===== src/rtl/sdes_iter_core_if.sv =====
// Streaming handshake bundle for sdes_iter_core: block/key/mode in, result block out.
// A transfer happens on a rising edge where valid and ready are both high; a raised valid holds its payload until that edge.
interface sdes_iter_core_if;
  logic       in_valid;
  logic       in_ready;
  logic [7:0] in_data;
  logic [9:0] in_key;
  logic       in_encrypt;
  logic       out_valid;
  logic       out_ready;
  logic [7:0] out_data;

  modport master (
    output in_valid, in_data, in_key, in_encrypt, out_ready,
    input  in_ready, out_valid, out_data
  );

  modport slave (
    input  in_valid, in_data, in_key, in_encrypt, out_ready,
    output in_ready, out_valid, out_data
  );
endinterface


===== src/rtl/sdes_iter_core.sv =====
// Iterative S-DES-family engine: one Feistel round per clock, NUM_ROUNDS rounds per block.
// Optional CBC chaining is compiled in with SDES_CBC_EN (adds iv_load/iv ports); default is pure ECB.
module sdes_iter_core #(
  parameter int NUM_ROUNDS = 2
) (
  input  logic       clk,
  input  logic       reset,
`ifdef SDES_CBC_EN
  input  logic       iv_load,
  input  logic [7:0] iv,
`endif
  sdes_iter_core_if.slave bus
);

  localparam int RW = (NUM_ROUNDS > 2) ? $clog2(NUM_ROUNDS) : 1;
  localparam logic [RW-1:0] LAST = RW'(NUM_ROUNDS - 1);

  // S-box entries indexed by {row, col}, row-major.
  localparam logic [1:0] S0_TBL [16] = '{2'd1, 2'd0, 2'd3, 2'd2, 2'd3, 2'd2, 2'd1, 2'd0,
                                         2'd0, 2'd2, 2'd1, 2'd3, 2'd3, 2'd1, 2'd3, 2'd2};
  localparam logic [1:0] S1_TBL [16] = '{2'd0, 2'd1, 2'd2, 2'd3, 2'd2, 2'd0, 2'd1, 2'd3,
                                         2'd3, 2'd0, 2'd1, 2'd0, 2'd2, 2'd1, 2'd0, 2'd3};

  typedef enum logic [1:0] {IDLE = 2'd0, RUN = 2'd1, DONE = 2'd2} state_t;
  state_t state, state_nxt;

  logic [RW-1:0] rnd;
  logic [7:0]    blk;
  logic [9:0]    key_q;
  logic          enc_q;
  logic [7:0]    out_q;
  logic          accept, last_rnd, iv_take;

  logic [RW-1:0] kidx;
  logic [2:0]    rot;
  logic [9:0]    p10, ls;
  logic [7:0]    subkey, ep, rnd_blk, result, cipher_in;
  logic [3:0]    sb, p4, left_new;

  function automatic logic [4:0] rotl5(input logic [4:0] x, input logic [2:0] s);
    case (s)
      3'd1:    rotl5 = {x[3:0], x[4]};
      3'd2:    rotl5 = {x[2:0], x[4:3]};
      3'd3:    rotl5 = {x[1:0], x[4:2]};
      3'd4:    rotl5 = {x[0], x[4:1]};
      default: rotl5 = x;
    endcase
  endfunction

  function automatic logic [7:0] ip(input logic [7:0] d);
    ip = {d[6], d[2], d[5], d[7], d[4], d[0], d[3], d[1]};
  endfunction

  function automatic logic [7:0] ip_inv(input logic [7:0] x);
    ip_inv = {x[4], x[7], x[5], x[3], x[1], x[6], x[0], x[2]};
  endfunction

`ifdef SDES_CBC_EN
  logic [7:0] chain, ct_q;
  assign iv_take = iv_load;
`else
  assign iv_take = 1'b0;
`endif

  // An IV load in IDLE takes priority over a block, so ready drops for that cycle.
  assign bus.in_ready  = (state == IDLE) && !iv_take;
  assign bus.out_valid = (state == DONE);
  assign bus.out_data  = out_q;
  assign accept        = bus.in_valid && bus.in_ready;
  assign last_rnd      = (rnd == LAST);

  always_ff @(posedge clk) begin
    if (reset) state <= IDLE;
    else       state <= state_nxt;
  end

  always_comb begin
    state_nxt = state;
    case (state)
      IDLE:    if (accept) state_nxt = RUN;
      RUN:     if (last_rnd) state_nxt = DONE;
      DONE:    if (bus.out_ready) state_nxt = IDLE;
      default: state_nxt = IDLE;
    endcase
  end

  // Subkey i rotates each P10 half by (1+2i) mod 5; decrypt walks the schedule backwards.
  always_comb begin
    kidx      = enc_q ? rnd : LAST - rnd;
    rot       = 3'((1 + 2 * int'(kidx)) % 5);
    p10       = {key_q[7], key_q[5], key_q[8], key_q[3], key_q[6],
                 key_q[0], key_q[9], key_q[1], key_q[2], key_q[4]};
    ls        = {rotl5(p10[9:5], rot), rotl5(p10[4:0], rot)};
    subkey    = {ls[4], ls[7], ls[3], ls[6], ls[2], ls[5], ls[0], ls[1]};
    ep        = {blk[0], blk[3], blk[2], blk[1], blk[2], blk[1], blk[0], blk[3]} ^ subkey;
    sb        = {S0_TBL[{ep[7], ep[4], ep[6], ep[5]}], S1_TBL[{ep[3], ep[0], ep[2], ep[1]}]};
    p4        = {sb[2], sb[0], sb[1], sb[3]};
    left_new  = blk[7:4] ^ p4;
    rnd_blk   = last_rnd ? {left_new, blk[3:0]} : {blk[3:0], left_new};
    result    = ip_inv(rnd_blk);
    cipher_in = bus.in_data;
`ifdef SDES_CBC_EN
    if (!enc_q)         result    = result ^ chain;
    if (bus.in_encrypt) cipher_in = bus.in_data ^ chain;
`endif
  end

  always_ff @(posedge clk) begin
    if (reset) begin
      rnd   <= '0;
      blk   <= '0;
      key_q <= '0;
      enc_q <= 1'b0;
      out_q <= '0;
`ifdef SDES_CBC_EN
      chain <= '0;
      ct_q  <= '0;
`endif
    end else begin
      case (state)
        IDLE: begin
          if (accept) begin
            blk   <= ip(cipher_in);
            key_q <= bus.in_key;
            enc_q <= bus.in_encrypt;
            rnd   <= '0;
`ifdef SDES_CBC_EN
            ct_q  <= bus.in_data;
`endif
          end
`ifdef SDES_CBC_EN
          if (iv_load) chain <= iv;
`endif
        end
        RUN: begin
          blk <= rnd_blk;
          if (last_rnd) out_q <= result;
          else          rnd   <= rnd + RW'(1);
        end
        DONE: begin
`ifdef SDES_CBC_EN
          if (bus.out_ready) chain <= enc_q ? out_q : ct_q;
`endif
        end
        default: ;
      endcase
    end
  end

endmodule


===== src/flat_wrapper.sv =====
// flat-port wrapper written by rule: the top's interface ports become plain ports
module sdes_iter_core_flat 
#(
  parameter int NUM_ROUNDS = 2
)
  (clk, reset, bus_in_valid, bus_in_data, bus_in_key, bus_in_encrypt, bus_out_ready, bus_in_ready, bus_out_valid, bus_out_data);
  sdes_iter_core_if bus_i ();
  input  logic clk;
  input  logic reset;
  input wire logic [$bits(bus_i.in_valid)-1:0] bus_in_valid;
  input wire logic [$bits(bus_i.in_data)-1:0] bus_in_data;
  input wire logic [$bits(bus_i.in_key)-1:0] bus_in_key;
  input wire logic [$bits(bus_i.in_encrypt)-1:0] bus_in_encrypt;
  input wire logic [$bits(bus_i.out_ready)-1:0] bus_out_ready;
  output wire logic [$bits(bus_i.in_ready)-1:0] bus_in_ready;
  output wire logic [$bits(bus_i.out_valid)-1:0] bus_out_valid;
  output wire logic [$bits(bus_i.out_data)-1:0] bus_out_data;
  assign bus_i.in_valid = bus_in_valid;
  assign bus_i.in_data = bus_in_data;
  assign bus_i.in_key = bus_in_key;
  assign bus_i.in_encrypt = bus_in_encrypt;
  assign bus_i.out_ready = bus_out_ready;
  assign bus_in_ready = bus_i.in_ready;
  assign bus_out_valid = bus_i.out_valid;
  assign bus_out_data = bus_i.out_data;
  sdes_iter_core #(.NUM_ROUNDS(NUM_ROUNDS)) u_core (.clk(clk), .reset(reset), .bus(bus_i));
endmodule

===== config.mk =====
export PLATFORM = sky130hd
export DESIGN_NAME = sdes_iter_core_flat
export DESIGN_NICKNAME = d
export VERILOG_FILES = /design/src/rtl/sdes_iter_core_if.sv /design/src/rtl/sdes_iter_core.sv /design/src/flat_wrapper.sv
export SDC_FILE = /design/constraint.sdc
export NUM_CORES = 1
export LEC_CHECK = 0
export ABC_AREA = 0
export ABC_CLOCK_PERIOD_IN_PS = 3000
export BUFFER_PORTS_ARGS = -buffer_cell sky130_fd_sc_hd__buf_2
export CORE_MARGIN = 3
export CORE_UTILIZATION = 54
export CTS_CLUSTER_SIZE = 14
export DETAILED_ROUTE_END_ITERATION = 10
export PLACE_DENSITY = 0.85
export SYNTH_ARGS = -nofsm -noshare
export SYNTH_HDL_FRONTEND = slang
export SYNTH_SLANG_ARGS = --single-unit
export TNS_END_PERCENT = 5

===== constraint.sdc =====
create_clock -name clk -period 3 [get_ports clk]
set_input_delay 0.45 -clock clk [delete_from_list [all_inputs] [get_ports clk]]
set_output_delay 0.45 -clock clk [all_outputs]
set_load 0.01 [all_outputs]

=== Word level (Yosys, flattened, before mapping) ===
Memories as Yosys holds them, arrays and structs flattened.
Index checks and enable logic that the tools add are counted.

* Add/sub/neg operators: 3
* Divide/modulo/power cells: 1
* $lt $le $gt $ge: 2
* Equal/unequal tests: 9
* Muxes and demuxes: 17
* Bitwise logic cells: 4
* Reduce and logical (&&, ||, !) cells: 7

{| class="wikitable"
|+ Operators by type and width
! cell !! count
|-
| $mod 32x4->32 const B || 1
|-
| $pmux 5 s4 || 1
|-
| $mux 8 || 2
|-
| $pmux 8 s2 || 1
|-
| $mux 2 || 7
|-
| $pmux 3 s4 || 1
|-
| $ge 5x5->1 const B || 2
|-
| $not 4->5 || 2
|-
| $xor 8x8->8 || 1
|-
| $eq 3x2->1 const B || 2
|-
| $pmux 2 s3 || 1
|-
| $reduce_and 2->1 || 3
|-
| $ne 2x2->1 const B || 2
|-
| $xor 4x4->4 || 1
|-
| $add 1x2->3 const A || 1
|-
| $eq 3x1->1 const B || 1
|-
| $eq 3x3->1 const B || 1
|-
| $mux 1 || 3
|-
| $reduce_and 3->1 || 1
|-
| $eq 2x1->1 const B || 1
|-
| $eq 2x2->1 const B || 1
|-
| $logic_not 2->1 || 1
|-
| $ne 2x1->1 const B || 1
|-
| $pmux 1 s2 || 1
|-
| 4 further kinds || 4
|}

* Flip-flop bits (word level): 30
* Bits in read-only memories: 64
* Input bits: 23
* Output and inout port bits: 10
* Word-level logic and storage cells: 51
* Memories: 2

{| class="wikitable"
|+ Memory list
! name !! depth !! width !! read ports !! clocked after Yosys merged registers in !! wr ports !! line !! source
|-
| (no name shown) || 16 || 2 || 1 || 0 || 0 || sdes_iter_core.sv:96 || <nowiki>sb = {S0_TBL[{ep[7], ep[4], ep[6], ep[5]}], S1_TBL[{ep[3], ep[0], ep[2], ep[1]}]};</nowiki>
|-
| (no name shown) || 16 || 2 || 1 || 0 || 0 || sdes_iter_core.sv:96 ||
|}

=== Logic depth before layout (Yosys ltp) ===
Gate-level depths: netlist of run 1.

* Word-level depth: 14
* Gate-level depth with buffers: 10
* Gate-level depth less buffers: 9

=== Least setup slack after synthesis of run 1 ===
OpenSTA, ideal clock, no wires.

* Kind: register to register
* Start: reg u_core.rnd (netlist: u_core.last_rnd)
* End: reg u_core.blk[5]
* Setup time: 0.062 ns
* Arrival time: 2.186 ns
* Required time: 2.938 ns
* Path slack: 0.752 ns
* Stages on the path, launching flop included: 11
* Buffers on the path: 1
* Clock period less this slack: 2.248 ns
* Path through: dfxtp_1 -> buf_6 -> xnor2_2 -> mux2i_1 -> xnor2_1 -> inv_1 -> ha_1 -> mux2i_1 -> mux2i_2 -> or4b_1 -> nand3_1

* Longest elaborated chain between the ends: 14
* Elaborated cells on any way between the ends: 18
* Those cells by class: add/sub (2); div (1); eq/ne (4); mux (7); bitwise (3); memory (1)

{| class="wikitable"
|+ Ends and longest elaborated chain
! what !! line !! source
|-
| from (decl) || sdes_iter_core.sv:27 || <nowiki>logic [RW-1:0] rnd;</nowiki>
|-
| from (signal assigned) || sdes_iter_core.sv:138 || <nowiki>else rnd <= rnd + RW'(1);</nowiki>
|-
| $sub 1x1->1 || sdes_iter_core.sv:89 || <nowiki>kidx = enc_q ? rnd : LAST - rnd;</nowiki>
|-
| $mux 1 || sdes_iter_core.sv:89 ||
|-
| $add 1x2->3 || sdes_iter_core.sv:90 || <nowiki>rot = 3'((1 + 2 * int'(kidx)) % 5);</nowiki>
|-
| $mod 32x4->32 || sdes_iter_core.sv:90 ||
|-
| $eq 3x3->1 (tied with other cells) || sdes_iter_core.sv:41 || <nowiki>case (s)</nowiki>
|-
| $pmux 5 s4 or $pmux 3 s4 (tied branches) || sdes_iter_core.sv:41 ||
|-
| $xor 8x8->8 || sdes_iter_core.sv:95 || <nowiki>ep = {blk[0], blk[3], blk[2], blk[1], blk[2], blk[1], blk[0], blk[3]} ^ subkey;</nowiki>
|-
| $not 4->5 (not written as such) || sdes_iter_core.sv:96 ||
|-
| $mem_v2 16x2 || -- ||
|-
| $mux 2 (not written as such) (2 in a row) || sdes_iter_core.sv:96 ||
|-
| $xor 4x4->4 || sdes_iter_core.sv:98 || <nowiki>left_new = blk[7:4] ^ p4;</nowiki>
|-
| $mux 8 * || sdes_iter_core.sv:99 || <nowiki>rnd_blk = last_rnd ? {left_new, blk[3:0]} : {blk[3:0], left_new};</nowiki>
|-
| $pmux 8 s2 * || sdes_iter_core.sv:120 || <nowiki>case (state)</nowiki>
|-
| to (signal assigned) || sdes_iter_core.sv:123 || <nowiki>blk <= ip(cipher_in);</nowiki>
|-
| to (signal assigned) || sdes_iter_core.sv:136 || <nowiki>blk <= rnd_blk;</nowiki>
|-
| to (decl) || sdes_iter_core.sv:28 || <nowiki>logic [7:0] blk;</nowiki>
|}

Mark *: on every way between the ends. The rest lies on a longest branch, timed or not. The select of a mux whose other input is x is not followed.
A chain may end at the register's enable or synchronous reset.

=== Final worst setup path of run 1 ===
Ends and elaborated chain as after synthesis.

==> flow_metrics.py, run 1 <==
metrics = {
    "clocking": {
        "clock_latency_ps": 340,
        "cts_root_buf": "clkbuf_4",
        "cts_made_buffers": 5,
        "tritoncts": "built",
        "hold_buffers": 0,
        "cts_resized": 0,
        "numClockSinks": 30,
        "clk_pin_slew_ps": 100,
        "post_cts_buffers": 0,
        "clockBufferDepth": 2,
        "cts_max_level": 2,
    },
    "worst_setup_path": {
        "slowest_stage": "dfxtp_1",
        "crit_cells": 7,
        "crit_path_start_kind": "flip-flop",
        "crit_fanout": 9,
        "critPathLaunch": "u_core.last_rnd$_SDFFE_PP0P_",
        "worstSetupEndpointType": "flip-flop",
        "reg2reg_depth": 7,
        "cp_num_buf_inv": 0,
        "reg2reg_from": "u_core.last_rnd$_SDFFE_PP0P_",
        "path_class": "flip-flop to flip-flop",
        "worstPathCellList": "xor2_2, mux2i_1, xor2_1, mux2i_1, mux2i_2, or4b_1, nand3_1",
        "r2r-end": "u_core.blk[5]$_SDFFE_PP0P_",
        "critPathArrivalTime_ps": 2900,
        "crit_path_max_incr_delay_ps": 600,
        "critPathTopFamily": "multiplexers",
        "reg2reg_slack_ps": 380,
        "worstPathRequired_ps": 3280,
        "crit_top_cell": "mux2i_1",
        "crit_path_end": "u_core.blk[5]$_SDFFE_PP0P_",
    },
    "place": {
        "hpwl_mm": 2.64,
        "pre_cts_ws_ps": 483,
        "portBuffers": 32,
        "routabilityCongestion": 0.826,
    },
    "sta": {
        "timing.setup.tns_ps": 0,
        "hold_viol": 0,
        "rsz0062_at_grt": "false",
        "finalCritPeriodShare_pct": 87.4,
        "fmax_mhz": 381,
        "setup_violations": 0,
        "fin_ws_ps": 378,
        "tightest_slew_ps": 597,
        "drv_slew": 0,
        "skew_ps": 8.35,
        "maxSlewHeadroom_pct": 60.1,
        "fin_crit_ps": 2620,
    },
    "synth": {
        "synth_top_area_cell": "dfxtp_1",
        "yosysTopAreaCellShare_pct": 36.4,
        "yosysUniqueCellTypes": 37,
        "synth.avg_cell_area_um2": 7.93,
        "synth_seq_cells": 30,
        "syn_nets": 232,
        "synth_area_leaders": "dfxtp_1 36%, nand2_1 8.9%, a21oi_1 8.5%",
        "synth_cells": 208,
        "synth-main-ff-cell": "dfxtp_1",
        "synth_edf_count": 0,
        "async_flop_share_pct": 0,
        "yosys_warnings": 0,
        "seq_area_frac_synth_pct": 36.4,
        "synthesis.area_um2": 1650,
    },
    "detailed_routing": {
        "dr.pass1.iters": 4,
        "finalWirelength_mm": 3.86,
        "postRouteAntennaNets": 0,
        "drtIter0Drc": 85,
        "via_per_inst": 5.75,
        "drcViolationCount": 0,
        "wl_per_cell_um": 14.6,
        "vias": 1517,
    },
    "pwr": {
        "peakVddDrop_mv": 0.375,
        "p_leak_nw": 0.808,
        "powerDensity_nw_per_um2": 586,
    },
    "outcome": {
        "status": "finished, final reports clean",
    },
    "global_routing": {
        "grt_pass1_vias": 1316,
        "grt_usage_pct": 22.4,
        "grt_max_degree": 26,
        "antenna_found_initial": 0,
        "grt_pass1_wl_mm": 6.08,
        "grt_overflow": 0,
    },
    "layout": {
        "area_growth_pct": 13.1,
        "antenna_cells": 0,
        "nets": 256,
        "layout-drive-gt1-share_pct": 20.2,
        "regArea_um2": 601,
        "nFillCells": 245,
        "multi_input_area_um2": 942,
    },
    "floorplanning": {
        "dieArea_um2": 3750,
        "floorplan.initialDensity_pct": 58.3,
        "die_x_um": 61.3,
        "pin_count": 33,
        "row_count": 19,
        "core_um2": 2830,
        "die_h_um": 61.3,
    },
    "worst_hold_path": {
        "hold_path.class": "input pin to flip-flop",
    },
    "job": {
        "drv_cap": 0,
    },
}
## worst reg2reg max path, cell delays in order, from the launching register on
cell     delay [ps]
dfxtp_1         600
xor2_2          320
mux2i_1         290
xor2_1          350
mux2i_1         270
mux2i_2         140
or4b_1          500
nand3_1          90
## stage by stage
stage          util [%]  std cells  hold WS, ps  area [um2]  total power [mW]
2_1_floorplan         -        208          436        1650             0.725
3_3_place_gp       63.2        256          438        1790             0.783
3_5_place_dp       63.2        256          442        1790             0.793
4_1_cts            65.9        264          341        1870              1.09
5_1_grt            65.9        264          343        1870              1.15
6_report           65.9        264          343        1870              1.09
## worst min-delay path by stage
stage	to	slack, ps	cells past startpoint	startpoint
floorplan	u_core.key_q[3]$_SDFFE_PP0P_	440	2	u_core.key_q[3]$_SDFFE_PP0P_
global placement	u_core.bus.out_data[7]$_SDFFE_PP0P_	440	2	u_core.bus.out_data[7]$_SDFFE_PP0P_
detailed placement	u_core.bus.out_data[7]$_SDFFE_PP0P_	440	2	u_core.bus.out_data[7]$_SDFFE_PP0P_
CTS	u_core.key_q[8]$_SDFFE_PP0P_	340	3	bus_in_key[8]
global route	u_core.key_q[7]$_SDFFE_PP0P_	340	3	bus_in_key[7]
finish	u_core.key_q[8]$_SDFFE_PP0P_	340	3	bus_in_key[8]
## flip-flops by register name (all words and copies together), names as in the netlist
signal               count
u_core.blk               8
u_core.bus.out_data      8
u_core.enc_q             1
u_core.key_q            10
u_core.last_rnd          1
u_core.state             2
## cells in the mapped netlist (3+ instances only)
library cell,count
clkbuf_1,13
a21oi_1,28
o21ai_0,7
nand2_1,39
nand3_1,5
xnor2_1,9
o221ai_1,3
mux2i_1,12
nor3_1,3
nor2b_1,4
nor2_1,8
inv_1,10
xor2_1,5
dfxtp_1,30
## metal layers
metal,routed length (um),track usage (%),up-vias,share of wire [%]
li1,-,-,759,-
met1,1740,29.9,701,45
met2,1810,34.0,45,47
met3,220,5.24,12,5.7
met4,97,10.8,0,2.5
met5,0,0,-,0
## logic make-up (layout without fill, tap and decap cells)
family | count (synthesis) | count (layout) | share of synthesized area, %
buf+inv | 26 | 51 | 6.45
fa+ha+maj | 1 | 1 | 0.759
xor+xnor | 16 | 16 | 9.41
compound gates | 54 | 54 | 20.6
flops | 30 | 30 | 36.4
mux | 13 | 13 | 8.12
simple gates | 68 | 68 | 18.3
## power breakdown
| part | switching (mW) | internal (mW) | total [mW] |
|---|---|---|---|
| registers | 0.0496 | 0.430 | 0.480 |
| logic | 0.173 | 0.139 | 0.312 |
| clock network | 0.141 | 0.160 | 0.301 |
| total | 0.363 | 0.730 | 1.09 |
## cells in the final DEF (no fill, tap or decap), drive strengths merged
cell and n:
o22ai 2, inv 10, o21ba 1, o21ai 7, ha 1, nand2b 2
o21a 2, xnor2 10, clkbuf 8, nand3 5, mux2i 13, o22a 1
o221ai 3, or4b 1, a311o 2, and2 2, o221a 2, xor2 6
nor2 8, and3 2, o211ai 2, a21oi 28, or2 2, a32oi 1
nor2b 4, nor3 3, a22oi 1, a311oi 2, nand2 39, buf 33
dfxtp 30
## final cells by class
type | count | area share (%)
Clock buffer | 8 | 4.23
Inverter | 10 | 2.01
Multi-Input combinational cell | 152 | 50.5
Sequential cell | 30 | 32.2
Tap cell | 31 | 2.08
Timing Repair Buffer | 33 | 8.99
Power figures use the tool's default switching activity.
==> run 2, diff against run 1 <==
--- a/config.mk
+++ b/config.mk
@@ -7,12 +7,12 @@
 export LEC_CHECK = 0
 export ABC_AREA = 0
 export ABC_CLOCK_PERIOD_IN_PS = 3000
-export BUFFER_PORTS_ARGS = -buffer_cell sky130_fd_sc_hd__buf_2
 export CORE_MARGIN = 3
-export CORE_UTILIZATION = 54
+export CORE_UTILIZATION = 55
 export CTS_CLUSTER_SIZE = 14
 export DETAILED_ROUTE_END_ITERATION = 10
-export PLACE_DENSITY = 0.85
+export DONT_BUFFER_PORTS = 1
+export PLACE_DENSITY = 0.76
 export SYNTH_ARGS = -nofsm -noshare
 export SYNTH_HDL_FRONTEND = slang
 export SYNTH_SLANG_ARGS = --single-unit
==> run 2 against run 1 <==
Net effect: routed wire length down 5.7%; worst hold slack got worse by 170 ps; register-to-register slack gained 40 ps; total power up 8.9%; critical path type unchanged; global-route usage rose by 0.28 points; highest routed layer unchanged; fmax grew 1.7%; via count fell by 9.4%; clock power grew 41%; first-iteration DRC count shrank 38%; non-clock buffer count down 32; sequential cell count unchanged.
==> flow_metrics.py, run 2 (synthesis results as in run 1) <==
metrics = {
    "clocking": {
        "tritoncts": "built",
        "cts_max_level": 2,
        "clockBufferDepth": 2,
        "cts_resized": 0,
        "numClockSinks": 30,
        "cts_root_buf": "clkbuf_4",
        "clk_pin_slew_ps": 100,
        "clock_latency_ps": 340,
        "post_cts_buffers": 0,
        "hold_buffers": 0,
        "cts_made_buffers": 5,
    },
    "sta": {
        "rsz0062_at_grt": "false",
        "timing.setup.tns_ps": 0,
        "maxSlewHeadroom_pct": 56.3,
        "fin_ws_ps": 423,
        "drv_slew": 0,
        "fmax_mhz": 388,
        "tightest_slew_ps": 654,
        "hold_viol": 0,
        "skew_ps": 12.1,
        "setup_violations": 0,
        "finalCritPeriodShare_pct": 85.9,
        "fin_crit_ps": 2580,
    },
    "floorplanning": {
        "floorplan.initialDensity_pct": 58.8,
        "die_h_um": 60.8,
        "row_count": 19,
        "pin_count": 33,
        "dieArea_um2": 3690,
        "die_x_um": 60.8,
        "core_um2": 2810,
    },
    "detailed_routing": {
        "wl_met3_um": 204,
        "finalWirelength_mm": 3.64,
        "wl_met1_mm": 1.58,
        "postRouteAntennaNets": 0,
        "via_per_inst": 5.93,
        "drcViolationCount": 0,
        "wl_met2_mm": 1.80,
        "drtIter0Drc": 53,
        "dr.pass1.iters": 4,
        "wl_per_cell_um": 15.7,
        "vias": 1375,
        "top_layer": "met4",
    },
    "pwr": {
        "peakVddDrop_mv": 0.587,
        "total_power_mw": 1.19,
        "powerDensity_nw_per_um2": 685,
        "p_leak_nw": 0.682,
    },
    "worst_setup_path": {
        "critPathLaunch": "u_core.last_rnd$_SDFFE_PP0P_",
        "crit_path_max_incr_delay_ps": 570,
        "critPathArrivalTime_ps": 2870,
        "crit_path_end": "u_core.blk[5]$_SDFFE_PP0P_",
        "r2r-end": "u_core.blk[5]$_SDFFE_PP0P_",
        "crit_top_cell": "mux2i_1",
        "crit_path_start_kind": "flip-flop",
        "crit_fanout": 9,
        "path_class": "flip-flop to flip-flop",
        "reg2reg_depth": 7,
        "worstPathRequired_ps": 3290,
        "worstSetupEndpointType": "flip-flop",
        "worstPathCellList": "xor2_2, mux2i_1, xor2_1, mux2i_1, mux2i_2, or4b_1, nand3_1",
        "reg2reg_slack_ps": 420,
        "slowest_stage": "dfxtp_1",
        "reg2reg_from": "u_core.last_rnd$_SDFFE_PP0P_",
    },
    "place": {
        "routabilityCongestion": 0.792,
        "portBuffers": 0,
        "hpwl_mm": 2.66,
        "pre_cts_ws_ps": 423,
    },
    "global_routing": {
        "grt_usage_pct": 22.7,
        "grt_pass1_wl_mm": 6.13,
        "grt_max_degree": 26,
        "antenna_found_initial": 0,
        "grt_pass1_vias": 1305,
        "grt_overflow": 0,
    },
    "layout": {
        "nets": 224,
        "layout-drive-gt1-share_pct": 7.46,
        "layout_commonest_cell": "nand2_1",
        "largest_reg_flops": 10,
        "nFillCells": 255,
        "regMostFlops": "u_core.key_q",
        "final_cell_mix": "39 x nand2_1, 30 x dfxtp_1, 28 x a21oi_1",
        "area_growth_pct": 5.39,
        "antenna_cells": 0,
    },
    "outcome": {
        "status": "finished, final reports clean",
    },
    "worst_hold_path": {
        "worstHoldPathCells": 1,
        "hold_path.class": "input pin to flip-flop",
    },
    "job": {
        "drv_cap": 0,
    },
}
run 2: worst min path at each step:
stage	start	to	slack, ps
2_1_floorplan	u_core.key_q[3]$_SDFFE_PP0P_	u_core.key_q[3]$_SDFFE_PP0P_	440
3_3_place_gp	u_core.key_q[3]$_SDFFE_PP0P_	u_core.key_q[3]$_SDFFE_PP0P_	440
3_5_place_dp	u_core.key_q[8]$_SDFFE_PP0P_	u_core.key_q[8]$_SDFFE_PP0P_	450
4_1_cts	reset	u_core.bus.out_data[0]$_SDFFE_PP0P_	160
5_1_grt	reset	u_core.bus.out_data[0]$_SDFFE_PP0P_	150
6_report	reset	u_core.bus.out_data[1]$_SDFFE_PP0P_	170
run 2: metal layers:
layer	global-route usage [%]	vias up
li1	-	693
met5	0	-
met4	8.05	0
met2	38.3	34
met1	26.5	643
met3	8.09	5
run 2: worst max-delay path, delay by kind of cell (launching register included):
family,cells,cell delay (ps)
multiplexers,3,690
flip-flops,1,570
XOR/XNOR,2,690
AND/OR/NAND/NOR,2,570
run 2: through the flow:
step	instances	instance area (um2)	util, %	hold slack (ps)
2_1_floorplan	208	1650	-	436
3_3_place_gp	224	1630	58.0	443
3_5_place_dp	224	1630	58.0	449
4_1_cts	232	1740	62.0	157
5_1_grt	232	1740	62.0	147
6_report	232	1740	62.0	171
run 2: final cells by class:
type                            count  area [um2]  share of cell area (%)
Clock buffer                        6        51.3                    2.95
Clock inverter                      2        60.1                    3.46
Inverter                           10        37.5                    2.16
Multi-Input combinational cell    152         942                    54.2
Sequential cell                    30         601                    34.6
Tap cell                           31        38.8                    2.23
Timing Repair Buffer                1        7.51                   0.432
run 2: power breakdown:
part / internal, mW / switching, mW
registers: 0.430 / 0.0513
clock network: 0.282 / 0.143
logic: 0.127 / 0.157
